**config.mk**
```make
export PLATFORM = sky130hd
export DESIGN_NAME = ace_snoop_responder
export DESIGN_NICKNAME = d
export VERILOG_FILES = /design/src/rtl/ace_snoop_responder.sv
export SDC_FILE = /design/constraint.sdc
export NUM_CORES = 1
export LEC_CHECK = 0
export ABC_AREA = 1
export CAP_MARGIN = 20
export CORE_AREA = 2 2 275 277
export DETAILED_ROUTE_END_ITERATION = 8
export DIE_AREA = 0 0 277 279
export PLACE_DENSITY = 0.66
export REMOVE_ABC_BUFFERS = 1
export SKIP_CTS_REPAIR_TIMING = 1
export SLEW_MARGIN = 0
export SYNTH_ARGS = -nofsm -noshare
export SYNTH_HDL_FRONTEND = slang
export SYNTH_SLANG_ARGS = --single-unit
```
**constraint.sdc**
```tcl
create_clock -name clk_i -period 21.7 [get_ports clk_i]
set_input_delay 4.34 -clock clk_i [delete_from_list [all_inputs] [get_ports clk_i]]
set_output_delay 4.34 -clock clk_i [all_outputs]
set_load 0.02 [all_outputs]
```
**src/rtl/ace_snoop_responder.sv**
```systemverilog
// ACE snoop responder: accepts one AC snoop, looks the line up in the cache,
// applies the coherence update, answers on CR and streams the line on CD.
package ace_snoop_pkg;
    localparam int AddrW = 32;
    localparam int DataW = 64;

    typedef struct packed {
        logic [AddrW-1:0] addr;
        logic [3:0]       snoop;
    } ac_chan_t;

    typedef struct packed {
        logic     ac_valid;
        ac_chan_t ac;
        logic     cr_ready;
        logic     cd_ready;
    } snoop_req_t;

    typedef struct packed {
        logic [DataW-1:0] data;
        logic             last;
    } cd_chan_t;

    typedef struct packed {
        logic     ac_ready;
        logic     cr_valid;
        logic [4:0] cr_resp;
        logic     cd_valid;
        cd_chan_t cd;
    } snoop_resp_t;
endpackage

module ace_snoop_responder #(
    parameter int  DcacheLineWidth = 512,
    parameter int  AxiDataWidth    = ace_snoop_pkg::DataW,
    parameter int  AxiAddrWidth    = ace_snoop_pkg::AddrW,
    parameter type snoop_req_t     = ace_snoop_pkg::snoop_req_t,
    parameter type snoop_resp_t    = ace_snoop_pkg::snoop_resp_t
) (
    input  logic                       clk_i,
    input  logic                       rst_i,
    input  snoop_req_t                 snoop_req_i,
    output snoop_resp_t                snoop_resp_o,
    output logic                       lookup_valid_o,
    input  logic                       lookup_ready_i,
    output logic [AxiAddrWidth-1:0]    lookup_addr_o,
    input  logic                       lookup_rsp_valid_i,
    input  logic                       lookup_hit_i,
    input  logic                       lookup_dirty_i,
    input  logic                       lookup_unique_i,
    input  logic [DcacheLineWidth-1:0] lookup_data_i,
    output logic                       upd_valid_o,
    input  logic                       upd_ready_i,
    output logic [AxiAddrWidth-1:0]    upd_addr_o,
    output logic                       upd_invalidate_o,
    output logic                       upd_clear_dirty_o,
    output logic                       upd_clear_unique_o
);
    // state  | meaning
    // IDLE   | ready for a new AC snoop
    // LOOKUP | presenting the line address to the cache
    // WAIT   | waiting for the lookup result
    // UPD    | presenting the coherence state update
    // CR     | presenting the snoop response
    // CD     | streaming line data beats
    localparam logic [2:0] S_IDLE   = 3'd0;
    localparam logic [2:0] S_LOOKUP = 3'd1;
    localparam logic [2:0] S_WAIT   = 3'd2;
    localparam logic [2:0] S_UPD    = 3'd3;
    localparam logic [2:0] S_CR     = 3'd4;
    localparam logic [2:0] S_CD     = 3'd5;

    localparam int NumBeats = DcacheLineWidth / AxiDataWidth;
    localparam int BeatW    = (NumBeats > 1) ? $clog2(NumBeats) : 1;
    localparam int OffW     = $clog2(DcacheLineWidth / 8);
    localparam logic [BeatW-1:0] LastBeat = BeatW'(NumBeats - 1);

    logic [2:0]                 state_q;
    logic [AxiAddrWidth-1:0]    addr_q;
    logic [3:0]                 snoop_q;
    logic [DcacheLineWidth-1:0] data_q;
    logic [4:0]                 cr_resp_q;
    logic                       inv_q, clr_dirty_q, clr_unique_q;
    logic [BeatW-1:0]           beat_q;

    logic dec_dt, dec_pd, dec_is, dec_inv, dec_cd, dec_cu;
    logic snoop_known;

    always_comb begin
        unique case (snoop_req_i.ac.snoop)
            4'b0000, 4'b0001, 4'b0010, 4'b0011,
            4'b0111, 4'b1000, 4'b1001, 4'b1101: snoop_known = 1'b1;
            default:                            snoop_known = 1'b0;
        endcase
    end

    always_comb begin
        dec_dt  = 1'b0;
        dec_pd  = 1'b0;
        dec_is  = 1'b0;
        dec_inv = 1'b0;
        dec_cd  = 1'b0;
        dec_cu  = 1'b0;
        case (snoop_q)
            4'b0000: begin dec_dt = 1'b1; dec_is = 1'b1; end
            4'b0001: begin
                dec_dt = 1'b1; dec_is = 1'b1; dec_pd = lookup_dirty_i;
                dec_cd = 1'b1; dec_cu = 1'b1;
            end
            4'b0010, 4'b0011: begin dec_dt = 1'b1; dec_is = 1'b1; dec_cu = 1'b1; end
            4'b0111: begin dec_dt = 1'b1; dec_pd = lookup_dirty_i; dec_inv = 1'b1; end
            4'b1000: begin
                dec_dt = lookup_dirty_i; dec_pd = lookup_dirty_i; dec_is = 1'b1;
                dec_cd = lookup_dirty_i;
            end
            4'b1001: begin dec_dt = lookup_dirty_i; dec_pd = lookup_dirty_i; dec_inv = 1'b1; end
            4'b1101: dec_inv = 1'b1;
            default: ;
        endcase
        // A miss answers with an all-zero response and leaves the cache alone.
        if (!lookup_hit_i) begin
            dec_dt  = 1'b0;
            dec_pd  = 1'b0;
            dec_is  = 1'b0;
            dec_inv = 1'b0;
            dec_cd  = 1'b0;
            dec_cu  = 1'b0;
        end
    end

    always_ff @(posedge clk_i or posedge rst_i) begin
        if (rst_i) begin
            state_q      <= S_IDLE;
            addr_q       <= '0;
            snoop_q      <= '0;
            data_q       <= '0;
            cr_resp_q    <= '0;
            inv_q        <= 1'b0;
            clr_dirty_q  <= 1'b0;
            clr_unique_q <= 1'b0;
            beat_q       <= '0;
        end else begin
            case (state_q)
                S_IDLE: if (snoop_req_i.ac_valid) begin
                    addr_q       <= snoop_req_i.ac.addr;
                    snoop_q      <= snoop_req_i.ac.snoop;
                    cr_resp_q    <= '0;
                    inv_q        <= 1'b0;
                    clr_dirty_q  <= 1'b0;
                    clr_unique_q <= 1'b0;
                    beat_q       <= '0;
                    state_q      <= snoop_known ? S_LOOKUP : S_CR;
                end
                S_LOOKUP: if (lookup_ready_i) state_q <= S_WAIT;
                S_WAIT: if (lookup_rsp_valid_i) begin
                    data_q       <= lookup_data_i;
                    cr_resp_q    <= {lookup_hit_i & lookup_unique_i, dec_is, dec_pd, 1'b0, dec_dt};
                    inv_q        <= dec_inv;
                    clr_dirty_q  <= dec_cd;
                    clr_unique_q <= dec_cu;
                    state_q      <= (dec_inv | dec_cd | dec_cu) ? S_UPD : S_CR;
                end
                S_UPD: if (upd_ready_i) state_q <= S_CR;
                S_CR: if (snoop_req_i.cr_ready) state_q <= cr_resp_q[0] ? S_CD : S_IDLE;
                S_CD: if (snoop_req_i.cd_ready) begin
                    if (beat_q == LastBeat) begin
                        beat_q  <= '0;
                        state_q <= S_IDLE;
                    end else begin
                        beat_q <= beat_q + 1'b1;
                    end
                end
                default: state_q <= S_IDLE;
            endcase
        end
    end

    always_comb begin
        snoop_resp_o          = '0;
        snoop_resp_o.ac_ready = (state_q == S_IDLE) && !rst_i;
        snoop_resp_o.cr_valid = (state_q == S_CR);
        snoop_resp_o.cr_resp  = (state_q == S_CR) ? cr_resp_q : 5'b0;
        snoop_resp_o.cd_valid = (state_q == S_CD);
        if (state_q == S_CD) begin
            snoop_resp_o.cd.data = data_q[int'(beat_q)*AxiDataWidth +: AxiDataWidth];
            snoop_resp_o.cd.last = (beat_q == LastBeat);
        end
    end

    assign lookup_valid_o     = (state_q == S_LOOKUP);
    assign lookup_addr_o      = {addr_q[AxiAddrWidth-1:OffW], {OffW{1'b0}}};
    assign upd_valid_o        = (state_q == S_UPD);
    assign upd_addr_o         = {addr_q[AxiAddrWidth-1:OffW], {OffW{1'b0}}};
    assign upd_invalidate_o   = upd_valid_o & inv_q;
    assign upd_clear_dirty_o  = upd_valid_o & clr_dirty_q;
    assign upd_clear_unique_o = upd_valid_o & clr_unique_q;
endmodule

```
==> flow_summary.json <==
{
  "p_per_area_nw_per_um2": 124,
  "total_leakage_power_nw": 16.7,
  "cts.clk_slew.worst_paths_ns": 0.06,
  "cp-startpoint": "rst_i",
  "synth_edf_count": 0,
  "area_growth_pct": 33.3,
  "intPower_mw": 3.12,
  "ir_drop_v": 0.0000639,
  "syn_inst": 2341,
  "grt_use_total_pct": 20.2,
  "cts_tree": "built",
  "synthMostInstantiatedCell": "dfrtp_1",
  "pre_cts_ws_ns": 11.66,
  "synthTopCellsByArea": "dfrtp_1 51%, mux2_4 21%, o21ai_0 6.1%",
  "h-tree-depth": 3,
  "fin_nets": 3478,
  "fill_cells": 6644,
  "drc": 0,
  "drive_gt1_share_pct": 20.2,
  "combPwrFrac_pct": 35.6,
  "maxSlewViolCount": 0,
  "grt_pass1_wl_mm": 121,
  "avgViaCountPerCell": 4.97,
  "routed-via-count": 19600,
  "yosysWarnings": 0,
  "reg2reg_from": "state_q[2]$_DFFE_PP0P_",
  "drt_wl_total_mm": 80.2,
  "criticalPathCategory": "in -> out",
  "gr-total-overflow": 0,
  "setup_tns_ns": 0,
  "die_h_um": 279,
  "outcome": "complete, no violations",
  "yosysUniqueCellTypes": 31,
  "clk_latency_ns": 0.60,
  "required_ns": 17.36,
  "p_seq_share_pct": 40.3,
  "critPathSlowestCell": "clkdlybuf4s50_1",
  "dr.pass1.iters": 5,
  "crit_chain": "clkdlybuf4s50_1 -> nor3_1 -> clkdlybuf4s50_1",
  "syn_area_um2": 27400,
  "root_buffer": "clkbuf_16",
  "gp_congestion": 0.822,
  "startpoint_type": "primary input",
  "crit_top_cell": "clkdlybuf4s50_1",
  "worst-path-buf-inv": 2,
  "grt_max_degree": 174,
  "cp_max_fo": 2,
  "dpl.hpwl_mm": 52.8,
  "worst_ep_arrival_time_ns": 5.70,
  "fp.coreArea_um2": 74100,
  "relSlewSlack_pct": 6.46,
  "drt_iter0_drc": 1184,
  "worstSetupEndpointType": "output pin",
  "wl_per_cell_um": 20.3,
  "async_reset_ff_share_pct": 100,
  "cts_sinks": 555,
  "yosysTopAreaCell": "dfrtp_1",
  "portBuffers": 681,
  "grt_antenna_before_repair": 31,
  "rows": 100,
  "avgSynthCellArea_um2": 11.7,
  "fin_skew_ns": 0.0236,
  "yosys_register_bits": 555,
  "final_min_period_over_clock_period_pct": 46.3,
  "numCtsBuffers": 66,
  "p_sw_mw": 1.39,
  "die_w_um": 277,
  "hold_viol": 0,
  "postRouteAntennaNets": 0,
  "path_delay_family": "buffers and inverters",
  "swShare_pct": 30.9,
  "clkPwrFrac_pct": 24.1,
  "rsz0062_at_grt": "no",
  "synthTopCellsByCount": "555 x dfrtp_1, 390 x mux2_4, 342 x nor2_1",
  "yosysTopAreaCellShare_pct": 50.7,
  "worst_path_largest_cell_delay_ns": 0.63,
  "fin_ws_ns": 11.66,
  "io_pins": 701,
  "grt_pass1_vias": 20100,
  "synth_seq_area_share_pct": 50.7,
  "start_util_pct": 37.0,
  "maxCapViolCount": 0,
  "setup_viol": 0,
  "hold_path.class": "reg -> reg",
  "holdWs_ns": 0.488,
  "max_freq_ghz": 0.0996,
  "min_from": "data_q[180]$_DFFE_PP0P_",
  "die-area_um2": 77300,
  "fin_crit_ns": 10.04,
  "ys.flop_type": "dfrtp_1",
  "worst_pin_slew_ns": 1.40,
  "clk_path_buf_depth": 3
}
-- routing by layer --
metal  up-vias  wire [µm]  track usage [%]
met5         -         94                0
met4        14       2770             9.69
met2       564      39600             33.2
met1      9704      33200             25.3
met3       162       4570             4.48
li1       9190          -                -
-- worst reg2reg max path: cells and delay by family, from the launching register on --
kind / cells / cell delay, ns
simple gates: 3 / 0.91
flops: 1 / 0.53
mux: 1 / 0.49
buf+inv: 3 / 1.71
-- layout by cell type (no fill, tap or decap), drive strengths merged --
cell type	synthesis	routed
nand2	46	46
o2111ai	1	1
inv	96	99
conb	1	13
o21ai	333	333
clkdlybuf4s50	0	681
nor3	5	5
a21oi	132	132
dfrtp	555	555
clkinvlp	0	2
o211ai	2	2
diode	0	24
bufinv	0	4
ha	2	2
nand4	5	5
buf	121	21
mux2i	64	64
nor4	1	1
nor2	344	344
clkbuf	85	89
nand3	9	9
clkinv	0	13
nand3b	1	1
mux2	474	474
o22ai	64	64
-- power groups by stage --
stage | logic, mW | registers (mW) | clock network [mW]
finish | 1.61 | 1.82 | 1.09
global route | 1.75 | 1.88 | 1.16
CTS | 1.62 | 1.82 | 1.12
detailed placement | 1.61 | 1.83 | 0
global placement | 1.58 | 1.82 | 0
floorplan | 1.19 | 1.84 | 0
-- path summary, 6_finish.rpt --
path,to,slack (ns),cells after the start
worst min-delay path,data_q[180]$_DFFE_PP0P_,0.49,1
worst max register to register,data_q[132]$_DFFE_PP0P_,17.96,7
max in group asynchronous,data_q[484]$_DFFE_PP0P_,15.11,4
worst max-delay path,snoop_resp_o[72],11.66,3
worst min register to register,data_q[180]$_DFFE_PP0P_,0.49,1
min in group asynchronous,addr_q[10]$_DFFE_PP0P_,4.32,2
-- final cells by class --
type	count	area (µm²)	share of cell area (%)
multi-input cells	1496	11900	32.6
well taps	969	1210	3.32
inverters	96	373	1.02
repair buffers	702	7020	19.2
diodes	24	60.1	0.164
clock buffers	89	1800	4.92
flip-flops and latches	555	13900	38.0
clock inverters	22	272	0.743
-- registers in the layout (all words and copies together), names as in the netlist, 3 cells and up --
register   cells
snoop_q        4
data_q       512
beat_q         3
addr_q        26
state_q        3
cr_resp_q      4
-- stage by stage --
step	std cells	util (%)	area, µm²	power (mW)
after floorplan	2147	-	26100	3.03
after global placement	3818	46.5	34400	3.40
after detailed placement	3818	46.5	34400	3.44
after CTS	3929	49.3	36500	4.55
after global routing	3953	49.3	36500	4.79
final	3953	49.3	36500	4.51
-- logic make-up after synthesis --
kind of cell               after synthesis  synth area share (%)
AOI/OAI and AO/OA                      532                  10.0
adders and majority gates                2                0.0913
buffers and inverters                  302                  6.12
DFF                                    555                  50.7
muxes                                  538                  27.2
other                                    1                0.0137
and+or+nand+nor                        411                  5.91
Note: power is estimated with default switching activity, not from simulation.
